<file path="src/rtl/bldc_pkg.sv">
// bldc_pkg: shared hall codes, meter FSM states and saturation limit helpers
package bldc_pkg;
  localparam logic [2:0] HALL_ILLEGAL_0 = 3'b000;
  localparam logic [2:0] HALL_ILLEGAL_7 = 3'b111;
  typedef enum logic [1:0] {IDLE, ARMING, MEASURING} meter_state_e;
  function automatic logic hall_legal(input logic [2:0] h);
    return (h != HALL_ILLEGAL_0) && (h != HALL_ILLEGAL_7);
  endfunction
  function automatic longint sat_max(input int w);
    return (longint'(1) <<< (w - 1)) - 1;
  endfunction
  function automatic longint sat_min(input int w);
    return -(longint'(1) <<< (w - 1));
  endfunction
endpackage

</file>
<file path="src/rtl/hall_debouncer.sv">
// hall_debouncer: 2-FF synchroniser plus stability filter producing the accepted hall state
module hall_debouncer #(
  parameter int DEBOUNCE_CYCLES = 4
) (
  input  logic       clk_div,
  input  logic       reset_n,
  input  logic [2:0] hall,
  output logic [2:0] state,
  output logic       changed
);
  localparam int CW = $clog2(DEBOUNCE_CYCLES + 1);
  logic [2:0] s1_q, s2_q, cand_q, cand_d, acc_q, acc_d;
  logic [CW-1:0] run_q, run_d;
  logic chg_q, chg_d;
  always_comb begin
    run_d = (s2_q != cand_q) ? CW'(1) : (run_q == CW'(DEBOUNCE_CYCLES)) ? run_q : run_q + 1'b1;
    cand_d = s2_q;
    acc_d = (run_d == CW'(DEBOUNCE_CYCLES)) ? s2_q : acc_q;
    chg_d = acc_d != acc_q;
  end
  always_ff @(posedge clk_div or negedge reset_n) begin
    if (!reset_n) begin
      s1_q <= '0;
      s2_q <= '0;
      cand_q <= '0;
      run_q <= '0;
      acc_q <= '0;
      chg_q <= 1'b0;
    end else begin
      s1_q <= hall;
      s2_q <= s1_q;
      cand_q <= cand_d;
      run_q <= run_d;
      acc_q <= acc_d;
      chg_q <= chg_d;
    end
  end
  assign state = acc_q;
  assign changed = chg_q;
endmodule

</file>
<file path="src/rtl/hall_period_meter.sv">
// hall_period_meter: times hall commutation edges and reports saturated period error
module hall_period_meter import bldc_pkg::*; #(
  parameter int          DATA_WIDTH      = 16,
  parameter int          PRESCALE        = 1,
  parameter int          DEBOUNCE_CYCLES = 4,
  parameter int unsigned STALL_LIMIT     = 32'hFFF0
) (
  input  logic                  clk_div,
  input  logic                  reset_n,
  input  logic                  enable,
  input  logic [2:0]            hall,
  input  logic [DATA_WIDTH-1:0] target_period,
  output logic [DATA_WIDTH-1:0] period_speed,
  output logic                  period_valid,
  output logic                  stalled,
  output logic                  hall_fault
);
  localparam int PW = (PRESCALE > 1) ? $clog2(PRESCALE) : 1;
  localparam logic [DATA_WIDTH-1:0] CMAX = '1;
  localparam logic [DATA_WIDTH-1:0] LIMIT = DATA_WIDTH'(STALL_LIMIT);
  localparam logic signed [DATA_WIDTH:0] EMAX = (DATA_WIDTH+1)'(sat_max(DATA_WIDTH));
  localparam logic signed [DATA_WIDTH:0] EMIN = (DATA_WIDTH+1)'(sat_min(DATA_WIDTH));
  meter_state_e st_q, st_d;
  logic [PW-1:0] pre_q, pre_d;
  logic [DATA_WIDTH-1:0] cnt_q, cnt_d, meas, ps_q, ps_d, err_s;
  logic [2:0] hall_acc, last_q, last_d;
  logic signed [DATA_WIDTH:0] err;
  logic hall_chg, legal, edge_hit, tick, pv_q, pv_d, stl_q, stl_d, flt_q, flt_d;
  hall_debouncer #(.DEBOUNCE_CYCLES(DEBOUNCE_CYCLES)) u_deb (
    .clk_div(clk_div),
    .reset_n(reset_n),
    .hall(hall),
    .state(hall_acc),
    .changed(hall_chg)
  );
  always_comb begin
    tick = pre_q == PW'(PRESCALE - 1);
    legal = hall_legal(hall_acc);
    edge_hit = legal && (hall_acc != last_q);
    last_d = legal ? hall_acc : last_q;
    flt_d = flt_q || (hall_chg && !legal);
    meas = (tick && cnt_q != CMAX) ? cnt_q + 1'b1 : cnt_q;
    err = $signed({1'b0, meas}) - $signed({1'b0, target_period});
    err_s = (err > EMAX) ? EMAX[DATA_WIDTH-1:0] : (err < EMIN) ? EMIN[DATA_WIDTH-1:0] : err[DATA_WIDTH-1:0];
    pre_d = tick ? '0 : pre_q + 1'b1;
    cnt_d = meas;
    st_d = st_q;
    ps_d = ps_q;
    pv_d = 1'b0;
    stl_d = stl_q;
    if (!enable) begin
      st_d = IDLE;
      pre_d = '0;
      cnt_d = '0;
      stl_d = 1'b1;
    end else if (st_q == IDLE) begin
      st_d = ARMING;
      pre_d = '0;
      cnt_d = '0;
    end else if (edge_hit) begin
      st_d = MEASURING;
      pre_d = '0;
      cnt_d = '0;
      stl_d = 1'b0;
      pv_d = st_q == MEASURING;
      ps_d = (st_q == MEASURING) ? err_s : ps_q;
    end else if (st_q == MEASURING && meas >= LIMIT) begin
      st_d = ARMING;
      pre_d = '0;
      cnt_d = '0;
      stl_d = 1'b1;
      pv_d = 1'b1;
      ps_d = EMAX[DATA_WIDTH-1:0];
    end
  end
  always_ff @(posedge clk_div or negedge reset_n) begin
    if (!reset_n) begin
      st_q <= IDLE;
      pre_q <= '0;
      cnt_q <= '0;
      last_q <= '0;
      ps_q <= EMAX[DATA_WIDTH-1:0];
      pv_q <= 1'b0;
      stl_q <= 1'b1;
      flt_q <= 1'b0;
    end else begin
      st_q <= st_d;
      pre_q <= pre_d;
      cnt_q <= cnt_d;
      last_q <= last_d;
      ps_q <= ps_d;
      pv_q <= pv_d;
      stl_q <= stl_d;
      flt_q <= flt_d;
    end
  end
  assign period_speed = ps_q;
  assign period_valid = pv_q;
  assign stalled = stl_q;
  assign hall_fault = flt_q;
endmodule
</file>
<file path="config.mk">
export PLATFORM = sky130hd
export DESIGN_NAME = hall_period_meter
export DESIGN_NICKNAME = d
export VERILOG_FILES = /design/src/rtl/bldc_pkg.sv /design/src/rtl/hall_debouncer.sv /design/src/rtl/hall_period_meter.sv
export SDC_FILE = /design/constraint.sdc
export NUM_CORES = 1
export LEC_CHECK = 0
export BUFFER_PORTS_ARGS = -buffer_cell sky130_fd_sc_hd__buf_4
export CORE_MARGIN = 2
export CORE_UTILIZATION = 45
export CTS_CLUSTER_SIZE = 40
export DETAILED_ROUTE_END_ITERATION = 8
export PLACE_DENSITY = 0.66
export SETUP_SLACK_MARGIN = 0.5
export SLEW_MARGIN = 30
export SYNTH_ARGS = -nofsm -noshare
export SYNTH_HDL_FRONTEND = slang
export SYNTH_HIERARCHICAL = 1
export SYNTH_SLANG_ARGS = --single-unit
</file>
<file path="constraint.sdc">
create_clock -name clk_div -period 4.1 [get_ports clk_div]
set_input_delay 0.205 -clock clk_div [delete_from_list [all_inputs] [get_ports clk_div]]
set_output_delay 0.205 -clock clk_div [all_outputs]
set_load 0.02 [all_outputs]
</file>
# Word level (Yosys, flattened, before mapping)
# Index checks and enable logic that the tools add are counted.
totals:
  ram_bits: 0
  output_inout_bits: 19
  wordCells: 77
  n_memories: 0
  rom_bits: 0
  latchBits: 0
  ff_bits: 57
op_classes:
  n_reduce_logical: 12
  shifts: 0
  bitwise_logic: 2
  div_mod_pow: 0
  mux: 30
  n_lt_le_gt_ge: 3
  multipliers: 0
  n_eq_ne: 12
  addsub: 4
ops:
  columns: ["op", "count"]
  rows:
  - ["$mux W16", 10]
  - ["$gt A17 B16 Y1 const B", 1]
  - ["$lt A17 B16 Y1 const B", 1]
  - ["$sub A16 B16 Y17", 1]
  - ["$add A16 B1 Y16 const B", 1]
  - ["$ge A16 B16 Y1 const B", 1]
  - ["$ne A16 B16 Y1 const B", 1]
  - ["$mux W1", 13]
  - ["$mux W3", 3]
  - ["$ne A3 B3 Y1", 3]
  - ["$mux W2", 4]
  - ["$eq A3 B3 Y1 const B", 2]
  - ["$logic_and A1 B1 Y1", 5]
  - ["$ne A4 B1 Y1 const B", 1]
  - ["$reduce_and A4 Y1", 1]
  - ["$add A3 B1 Y3 const B", 1]
  - ["$ne A3 B1 Y1 const B", 1]
  - ["$ne A3 B3 Y1 const B", 1]
  - ["$reduce_bool A3 Y1", 1]
  - ["$eq A2 B2 Y1 const B", 1]
  - ["$logic_not A2 Y1", 1]
  - ["$ne A2 B1 Y1 const B", 1]
  - ["$ne A2 B2 Y1 const B", 1]
  - ["$not A1 Y1", 2]
  - ["other kinds (5)", 5]

# Logic depth before layout (Yosys ltp)
# Gate-level depths: netlist (run 1).
depth:
  depth_word: 9
  ltp_mapped: 16

# Modules after synthesis
# Netlist (run 1), hierarchy kept.
modules_own_cells:
  columns: ["module", "area_each_um2", "seq_area_each_um2", "instances", "cells_per_inst"]
  rows:
  - ["hall_period_meter", 3061.7, 1021.0, 1, 343]
  - ["hall_debouncer", 601.8, 400.4, 1, 40]

# Worst setup path before layout (run 1)
# Ideal clock, no wire load.
synth_path:
  kind: "flip-flop to flip-flop"
  startpoint: "register cnt_q[0]"
  endpoint: "register ps_q[5] (netlist: period_speed[5])"
  period_less_slack_ps: 3861
  n_path_buf: 2
  t_required_ps: 4014
  setup_slack_ps: 239
  arrival_time_ps: 3775
  setup_ps: 86
  path_stages_with_launch: 17
  cell_sequence: "dfrtp_1 > ha_1 > and4_1 > nand4_1 > buf_2 > xnor2_1 > ha_1 > inv_1 > fa_1 > a211oi_1 > nor2_1 > a211oi_1 > o31ai_1 > and2_1 > a211oi_2 > buf_2 > a2bb2oi_1"
synth_via:
  elab_chain_len: 9
synth_lines:
  columns: ["item", "line", "text"]
  rows:
  - ["start, declared", "hall_period_meter.sv:25", "logic [DATA_WIDTH-1:0] cnt_q, cnt_d, meas, ps_q, ps_d, err_s;"]
  - ["start signal, assigned", "hall_period_meter.sv:89", "cnt_q <= cnt_d;"]
  - ["parallel branches: the longest is 2 deep, another holds $add A16 B1 Y16", null, null]
  - ["$mux W16 *", "hall_period_meter.sv:42", "meas = (tick && cnt_q != CMAX) ? cnt_q + 1'b1 : cnt_q;"]
  - ["$sub A16 B16 Y17", "hall_period_meter.sv:43", "err = $signed({1'b0, meas}) - $signed({1'b0, target_period});"]
  - ["$lt A17 B16 Y1", "hall_period_meter.sv:44", "err_s = (err > EMAX) ? EMAX[DATA_WIDTH-1:0] : (err < EMIN) ? EMIN[DATA_WIDTH-1:0] : err[DATA_WIDTH-1:0];"]
  - ["$mux W16 (2 in series)", "hall_period_meter.sv:44", null]
  - ["$mux W16", "hall_period_meter.sv:66", "ps_d = (st_q == MEASURING) ? err_s : ps_q;"]
  - ["$mux W16", "hall_period_meter.sv:60", "end else if (edge_hit) begin"]
  - ["end signal, assigned", "hall_period_meter.sv:82", "ps_q <= EMAX[DATA_WIDTH-1:0];"]
  - ["end signal, assigned", "hall_period_meter.sv:91", "ps_q <= ps_d;"]
  - ["end, declared", "hall_period_meter.sv:25", null]
# Mark *: on every way between the ends. The select of a mux whose other input is x is not followed.
# A chain may end at the register's enable or synchronous reset.

# Worst setup path after layout (run 1)
layout_path:
  startpoint: "register cnt_q[1]"
  endpoint: "register ps_q[14] (netlist: period_speed[14])"
# Same word-level chain as after synthesis.

==> results of run 1 <==
-- sequential cells by signal (all words and copies together) (netlist names) --
signal	count
cnt_q	16
period_speed	16
last_q	3
u_deb/cand_d	3
u_deb/cand_q	3
u_deb/run_q	3
u_deb/s1_q	3
u_deb/state	3
st_q	2
hall_fault	1
period_valid	1
stalled	1
u_deb/changed	1
-- power breakdown --
part | switching [mW] | internal, mW
clock network | 0.203 | 0.126
logic | 0.294 | 0.310
registers | 0.101 | 0.716
-- what timing repair did --
item / 4_1_cts / 5_1_grt
endpoints found under the setup margin: 15 / 15
gates resized for setup: 3 / 30
pin swaps: 2 / 25
endpoints found under the hold margin: 43 / 0
hold buffers: 4 / 0
buffers inserted: 2 / 8
gates cloned: 0 / 1
-- routing by layer --
layer | vias up | share of wire | GRT usage
met1 | 1535 | 0.46 | 0.273
met4 | 0 | 0.011 | 0.0471
li1 | 1535 | - | -
met2 | 83 | 0.48 | 0.321
met3 | 13 | 0.050 | 0.0273
met5 | - | 0 | 0
-- synth_stat cells, types with 3 or more instances --
master                      number  area, µm²
sky130_fd_sc_hd__a211oi_1        8       60.1
sky130_fd_sc_hd__a21o_1          6       45.0
sky130_fd_sc_hd__a21oi_1        18       90.1
sky130_fd_sc_hd__a2bb2oi_1       7       61.3
sky130_fd_sc_hd__a2bb2oi_2       8        120
sky130_fd_sc_hd__a31oi_1         5       31.3
sky130_fd_sc_hd__and2_1          5       31.3
sky130_fd_sc_hd__and3_1          5       31.3
sky130_fd_sc_hd__and4_1          3       26.3
sky130_fd_sc_hd__buf_2           5       25.0
sky130_fd_sc_hd__clkbuf_1        3       11.3
sky130_fd_sc_hd__dfrtp_1        40       1000
sky130_fd_sc_hd__dfstp_2        16        420
sky130_fd_sc_hd__ha_1           20        250
sky130_fd_sc_hd__inv_1          28        105
sky130_fd_sc_hd__mux2_4          3       45.0
sky130_fd_sc_hd__nand2_1        35        131
sky130_fd_sc_hd__nand2b_1        3       18.8
sky130_fd_sc_hd__nand3_1        13       65.1
sky130_fd_sc_hd__nand4_1         9       56.3
sky130_fd_sc_hd__nor2_1         19       71.3
sky130_fd_sc_hd__nor2b_1        14       87.6
sky130_fd_sc_hd__nor3_1          6       30.0
sky130_fd_sc_hd__o21a_1          9       67.6
sky130_fd_sc_hd__o21ai_0        20        100
sky130_fd_sc_hd__o31ai_1         3       22.5
sky130_fd_sc_hd__or3_1           3       18.8
sky130_fd_sc_hd__xnor2_1        16        140
sky130_fd_sc_hd__xor2_1          9       78.8
-- critical path, cell delays in order (launching register included) --
cell                        delay, ns
sky130_fd_sc_hd__dfrtp_2         0.46
sky130_fd_sc_hd__ha_4            0.17
sky130_fd_sc_hd__and4_1          0.19
sky130_fd_sc_hd__nand4_1         0.11
sky130_fd_sc_hd__buf_6           0.16
sky130_fd_sc_hd__mux2_2          0.38
sky130_fd_sc_hd__fa_2            0.41
sky130_fd_sc_hd__a211oi_2        0.25
sky130_fd_sc_hd__nor2_2          0.10
sky130_fd_sc_hd__a211oi_2        0.33
sky130_fd_sc_hd__o31ai_2         0.13
sky130_fd_sc_hd__and2_4          0.18
sky130_fd_sc_hd__a211oi_4        0.33
sky130_fd_sc_hd__clkbuf_16       0.23
sky130_fd_sc_hd__a2bb2oi_2       0.06
-- cell type report --
| class | count | area (µm²) |
|---|---|---|
| timing repair buffer | 73 | 592 |
| clock inverter | 3 | 27.5 |
| fill | 709 | 3230 |
| clock buffer | 5 | 68.8 |
| sequential | 56 | 1430 |
| inverter | 28 | 105 |
| tap | 102 | 128 |
| multi-input combinational | 288 | 2230 |
-- layout by cell type (no fill, tap or decap), drive strengths merged, types with 2 or more instances in the layout --
| master | n |
|---|---|
| ha | 20 |
| nand3b | 2 |
| dfstp | 16 |
| nand4 | 10 |
| a21boi | 2 |
| dfrtp | 40 |
| or4b | 2 |
| o21ai | 20 |
| xor2 | 9 |
| or3 | 4 |
| nand2b | 3 |
| nor3b | 2 |
| o22ai | 2 |
| o31ai | 3 |
| xnor2 | 16 |
| a41oi | 2 |
| buf | 68 |
| o21a | 9 |
| and2 | 5 |
| a31oi | 5 |
| mux2 | 4 |
| and3 | 6 |
| and4 | 3 |
| a2111oi | 3 |
| o32ai | 2 |
| a2bb2oi | 15 |
| nand3 | 14 |
| a211oi | 10 |
| nor2b | 14 |
| nand2 | 35 |
| nor2 | 19 |
| clkbuf | 6 |
| o21bai | 2 |
| a21o | 6 |
| dlygate4sd3 | 4 |
| nor3 | 6 |
| a21oi | 18 |
| inv | 29 |
-- worst max path at each step --
stage                             endpoint  cells past startpoint  startpoint
after floorplan            period_speed[5]                     14    cnt_q[0]
after detailed placement   period_speed[1]                     13    cnt_q[0]
final                     period_speed[14]                     14    cnt_q[1]
after global routing      period_speed[14]                     15    cnt_q[6]
after CTS                  period_speed[3]                     14    cnt_q[1]
after global placement     period_speed[0]                     13    cnt_q[0]
-- cells by family after synthesis --
logic type	after synthesis
xor gates and xnor gates	25
and+or+nand+nor	127
muxes	5
AOI/OAI and AO/OA	110
DFF	56
buffers and inverters	39
adders and majority gates	21
-- through the flow --
step,hold slack [ns],power [mW],setup WS [ns],cells
final,0.0336,1.75,0.558,555
after global routing,0.0335,1.86,0.408,555
after CTS,0.0251,1.76,0.494,546
after detailed placement,0.306,1.41,-0.0477,532
after global placement,0.302,1.40,0.0600,532
after floorplan,-0.0906,1.20,0.551,383
==> results.txt, run 1 <==
----------------------------------------------------
[Timing]
  Max Clock Skew ... 0.00691 ns
  Final number of max-transition violations ... 0
  Min cycle time layout ... 3.54 ns
  Setup repair after global routing missed its margin ... true
  Final count of negative-setup-slack endpoints ... 0
  Relative slew slack ... 0.460
  Max Freq ... 282 MHz
  Fin. Hold Viols ... 0
  Share of the clock period used by the worst path after layout ... 0.864
  Setup TNS Final ... 0 ns
  Transition time at the pin with the least slew margin ... 0.811 ns

[Final layout]
  Final layout net count ... 495
  Final core utilization ... 0.586
  Final Instance Area ... 4580 µm²
  Layout cell share with drive strength beyond 1 ... 0.318
  N_diodes ... 0
  Synthesis-to-finish area growth ... 24.9%

[Global route]
  Overflow left after global routing ... 0
  Vias in the first global route ... 2909
  Global-route wire length before repair ... 13800 µm
  Total GRT Usage ... 0.195
  Pin count of the biggest net entering global routing ... 57
  Number of antenna violations at the first check in global routing ... 0

[Status]
  Status ... finished clean

[Setup path]
  Worst flop-to-flop path endpoint ... period_speed[14]
  Data required time of the critical path ... 4.37 ns
  Arrival time at the worst endpoint ... 3.81 ns
  Endpoint class of the critical path ... register
  Critical register-to-register path startpoint ... cnt_q[1]
  Flop-to-flop setup slack ... 0.56 ns
  R2R cell count ... 14
  Startpoint class of the critical path ... register
  Worst Path Max Fanout ... 7
  Critical path start-end classification ... register to register

[Logic synthesis]
  Mux cell area share after synthesis ... 0.0181
  Post-Synth Simple-Gate Area ... 0.186
  Mapped Avg Cell Area ... 9.57 µm²
  Number of distinct library cells after synthesis ... 63
  Synthesis-stage register bit count ... 56
  Xor-xnor portion of the synthesized cell area ... 0.0598
  Adder and majority gate portion of the synthesized area ... 0.0738
  Largest family of logic cells by synthesized area ... compound AO/OA/AOI/OAI gates
  Proportion of synthesized chip area in sequential cells ... 0.388
  Post-Syn Nets ... 426
  Ys async rst share ... 1.00
  Syn. warnings ... 6
  EDFF count, synth ... 0
  Complex-gate fraction of the synthesized area ... 0.225
  Gate Count Post-Synth ... 383
  Cell area after technology mapping ... 3660 µm²
  Flip-flop cell with the highest count after synthesis ... sky130_fd_sc_hd__dfrtp_1

[Detailed routing]
  Total via count in the routed design ... 3166
  Drt first pass iters ... 7
  DR DRC count ... 0
  DR vias/cell ... 5.70
  Sum of routed wire length over all layers ... 8530 µm
  Starting DRT DRC Count ... 213
  Per-cell routed wire length ... 15.4 µm
  Number of routed nets with antenna violations ... 0

[Clock tree]
  Clock insertion delay at the later pin of the skew report ... 0.32 ns
  Root buffer cell ... sky130_fd_sc_hd__clkbuf_8
  Number of buffers created by CTS ... 5
  Largest buffer count on any clock path ... 2
  TritonCTS clock tree ... built
  H-tree levels ... 2
  Clock slew at reported path FFs ... 0.11 ns
  Clock Sinks ... 56

[Floorplanning]
  Initial Utilization ... 0.469
  Horizontal die dimension ... 94.2 µm
  Std cell rows ... 32
  Vertical die dimension ... 94.2 µm
  Total die area ... 8880 µm²
  I/O pin count ... 41
  Placeable core region ... 7810 µm²

[Worst hold path]
  Hold depth ... 2
  Worst-case hold path end point ... stalled
  Hold path startpoint ... enable
  Worst hold path class ... input pin to register

[Pwr]
  Leakage component of the power ... 2.05 nW
  Power per cell area ... 382 nW/µm²
  Worst voltage drop across the vdd grid ... 0.384 mV

[Run]
  Max-cap viol count ... 0

[Place]
  Post-place instance area ... 4180 µm²
  Routability congestion estimate ... 0.951
  Port-buffer cells ... 40
  Sum of net half-perimeters after detailed placement ... 6020 µm

----------------------------------------------------
Note: power is estimated with default switching activity, not from simulation.
==> run 2: changes to the inputs <==
--- a/config.mk
+++ b/config.mk
@@ -12,7 +12,6 @@
 export DETAILED_ROUTE_END_ITERATION = 8
 export PLACE_DENSITY = 0.66
 export SETUP_SLACK_MARGIN = 0.5
-export SLEW_MARGIN = 30
 export SYNTH_ARGS = -nofsm -noshare
 export SYNTH_HDL_FRONTEND = slang
 export SYNTH_HIERARCHICAL = 1
==> constraint.sdc (replaced) <==
create_clock -name clk_div -period 3.13 [get_ports clk_div]
set_input_delay 0.1565 -clock clk_div [delete_from_list [all_inputs] [get_ports clk_div]]
set_output_delay 0.1565 -clock clk_div [all_outputs]
set_load 0.02 [all_outputs]
==> run 2 against run 1 <==
- the run now ends with negative setup slack left
- worst hold slack better by 0.19 ns
- final area rose by 18%
- wire length up 23%
- clock power is 31% higher
- largest power group unchanged
- first-iteration DRC count is 25% lower
- sequential power is 33% higher
- largest cell class unchanged
==> results.txt, run 2 (same netlist as run 1, synthesis figures left out) <==
----------------------------------------------------
[Timing]
  Setup repair after global routing missed its margin ... true
  Share of the clock period used by the worst path after layout ... 1.11 (+0.249)
  Transition time at the pin with the least slew margin ... 0.721 ns (-0.0892 ns)
  Fin. Hold Viols ... 0 (unchanged)
  Post-Route Hold Slack ... 0.221 ns (+0.188 ns)
  Relative slew slack ... 0.519 (+0.0595)
  Setup TNS Final ... -5.17 ns (-5.17 ns)
  Final critical-path setup slack ... -0.352 ns (-0.910 ns)
  Max Clock Skew ... 0.0108 ns (+0.00394 ns)
  Final number of max-transition violations ... 0 (unchanged)
  Min cycle time layout ... 3.48 ns (-0.0602 ns)
  Final count of negative-setup-slack endpoints ... 16 (+16)
  Max Freq ... 287 MHz (+1.7%)

[Final layout]
  Final Instance Count excl. Fillers ... 628 (+13%)
  Layout cell share with drive strength beyond 1 ... 0.464 (+0.146)
  Final layout net count ... 568 (+15%)
  Number of filler instances in the final layout ... 593 (-16%)
  Synthesis-to-finish area growth ... 47.1%
  Most frequent cells in the layout ... sky130_fd_sc_hd__buf_4, sky130_fd_sc_hd__dfrtp_1, sky130_fd_sc_hd__nand2_1, sky130_fd_sc_hd__inv_1, sky130_fd_sc_hd__o21ai_0
  Most common cell after layout, fill and taps aside ... sky130_fd_sc_hd__buf_4
  Final core utilization ... 0.690 (+0.104)
  N_diodes ... 0 (unchanged)

[Floorplanning]
  Initial Utilization ... 0.469 (unchanged)
  Placeable core region ... 7810 µm² (unchanged)
  Total die area ... 8880 µm² (unchanged)
  Horizontal die dimension ... 94.2 µm (unchanged)
  Vertical die dimension ... 94.2 µm (unchanged)
  I/O pin count ... 41 (unchanged)
  Std cell rows ... 32 (unchanged)

[Clock tree]
  H-tree levels ... 2 (unchanged)
  Clock insertion delay at the later pin of the skew report ... 0.32 ns (about the same)
  Number of buffers created by CTS ... 5 (unchanged)
  Largest buffer count on any clock path ... 2 (unchanged)
  Clock Sinks ... 56 (unchanged)
  Root buffer cell ... sky130_fd_sc_hd__clkbuf_8
  Clock slew at reported path FFs ... 0.11 ns (about the same)
  TritonCTS clock tree ... built

[Global route]
  Pin count of the biggest net entering global routing ... 57 (unchanged)
  Vias in the first global route ... 3345 (+15%)
  Overflow left after global routing ... 0 (unchanged)
  Global-route wire length before repair ... 16200 µm (+18%)
  Total GRT Usage ... 0.234 (+0.0384)
  Number of antenna violations at the first check in global routing ... 0 (unchanged)

[Place]
  Number of placed instances with taps included ... 591 (+11%)
  Port-buffer cells ... 40 (unchanged)
  Sum of net half-perimeters after detailed placement ... 6920 µm (+15%)
  Routability congestion estimate ... 0.924 (-2.8%)

[Pwr]
  Cell internal power dissipation ... 1.59 mW (+38%)
  Reported net switching power ... 829 µW (+39%)
  Clock network fraction of total power ... 0.179 (-0.009)
  Power per cell area ... 449 nW/µm² (+17%)
  Leakage component of the power ... 2.46 nW (+20%)
  Switching fraction of total power ... 0.343 (+0.00134)
  Sequential group share of total power ... 0.449 (-0.018)
  Worst voltage drop across the vdd grid ... 0.304 mV (-21%)
  Combinational share of power ... 0.372 (+0.027)

[Setup path]
  Startpoint class of the critical path ... register
  Worst Path Max Fanout ... 8 (+1)
  Critical path start-end classification ... register to register
  R2R cell count ... 17 (+3)
  Endpoint class of the critical path ... register
  Critical path destination ... period_speed[4]
  Data required time of the critical path ... 3.39 ns (-0.98 ns)
  Arrival time at the worst endpoint ... 3.74 ns (-0.07 ns)
  Critical register-to-register path startpoint ... cnt_q[1]
  Flop-to-flop setup slack ... -0.35 ns (-0.91 ns)
  Worst flop-to-flop path endpoint ... period_speed[4]
  Startpoint of the most critical setup path ... cnt_q[1]

[Status]
  Status ... finished with violations
  Violations in the final reports ... negative setup slack

[Detailed routing]
  DR vias/cell ... 5.58 (-2.2%)
  DR DRC count ... 0 (unchanged)
  Drt first pass iters ... 4 (-3)
  Starting DRT DRC Count ... 159 (-25%)
  Total via count in the routed design ... 3504 (+11%)
  Number of routed nets with antenna violations ... 0 (unchanged)
  Sum of routed wire length over all layers ... 10500 µm (+23%)
  Per-cell routed wire length ... 16.7 µm (+8.5%)

[Worst hold path]
  Worst hold path class ... input pin to register

[Run]
  Max-cap viol count ... 0 (unchanged)

----------------------------------------------------
## run 2: per-stage QoR
stage / instance area [µm²] / setup WS, ns / total power, mW
floorplan: 3790 / -0.243 / 1.59
global placement: 4730 / -0.264 / 1.89
detailed placement: 4730 / -0.331 / 1.92
CTS: 5160 / -0.303 / 2.42
global route: 5390 / -0.509 / 2.56
finish: 5390 / -0.352 / 2.42
## run 2: critical path: stages, from the launching register on
cell and delay (ns):
sky130_fd_sc_hd__dfrtp_1 0.41, sky130_fd_sc_hd__ha_4 0.16, sky130_fd_sc_hd__and4_4 0.22, sky130_fd_sc_hd__nand4_1 0.21, sky130_fd_sc_hd__buf_6 0.22, sky130_fd_sc_hd__xnor2_4 0.13
sky130_fd_sc_hd__ha_2 0.19, sky130_fd_sc_hd__inv_2 0.04, sky130_fd_sc_hd__fa_2 0.35, sky130_fd_sc_hd__a211oi_2 0.25, sky130_fd_sc_hd__nor2_2 0.09, sky130_fd_sc_hd__a211oi_2 0.26
sky130_fd_sc_hd__o31ai_2 0.13, sky130_fd_sc_hd__and2_4 0.19, sky130_fd_sc_hd__a211oi_4 0.22, sky130_fd_sc_hd__buf_4 0.16, sky130_fd_sc_hd__buf_12 0.13, sky130_fd_sc_hd__a2bb2oi_2 0.05
## run 2: cell type report
cell class	count	area [µm²]	share of cell area
clock buffer	5	68.8	0.0128
clock inverter	3	27.5	0.00511
inverter	28	105	0.0195
multi-input combinational	288	2400	0.446
sequential	56	1420	0.264
tap	102	128	0.0237
timing repair buffer	146	1230	0.229
## run 2: routing by layer
metal / vias up / GRT usage / share of wire
li1: 1675 / - / -
met1: 1702 / 0.312 / 0.43
met2: 107 / 0.401 / 0.50
met3: 20 / 0.0249 / 0.038
met4: 0 / 0.0688 / 0.024
met5: - / 0 / 0
## run 2: power groups by stage
stage	combinational, mW	sequential [mW]	clock, mW
final	0.900	1.09	0.433
after global routing	0.966	1.11	0.478
after CTS	0.885	1.09	0.445
after detailed placement	0.825	1.09	0
after global placement	0.807	1.09	0
after floorplan	0.389	1.20	0
## run 2: timing repair
item	4_1_cts	5_1_grt
pin swaps	19	27
endpoints found under the hold margin	44	0
endpoints found under the setup margin	33	36
gates resized for setup	26	37
buffers inserted	13	8
hold buffers	5	0
gates cloned	2	1
## run 2: worst min-delay path by stage
stage | cells after the start | end | start
final | 4 | period_speed[0] | target_period[0]
after detailed placement | 1 | u_deb/run_q[1] | reset_n
after global placement | 1 | u_deb/run_q[0] | reset_n
after global routing | 4 | period_speed[0] | target_period[0]
after CTS | 4 | period_speed[0] | target_period[0]
after floorplan | 0 | cnt_q[0] | reset_n
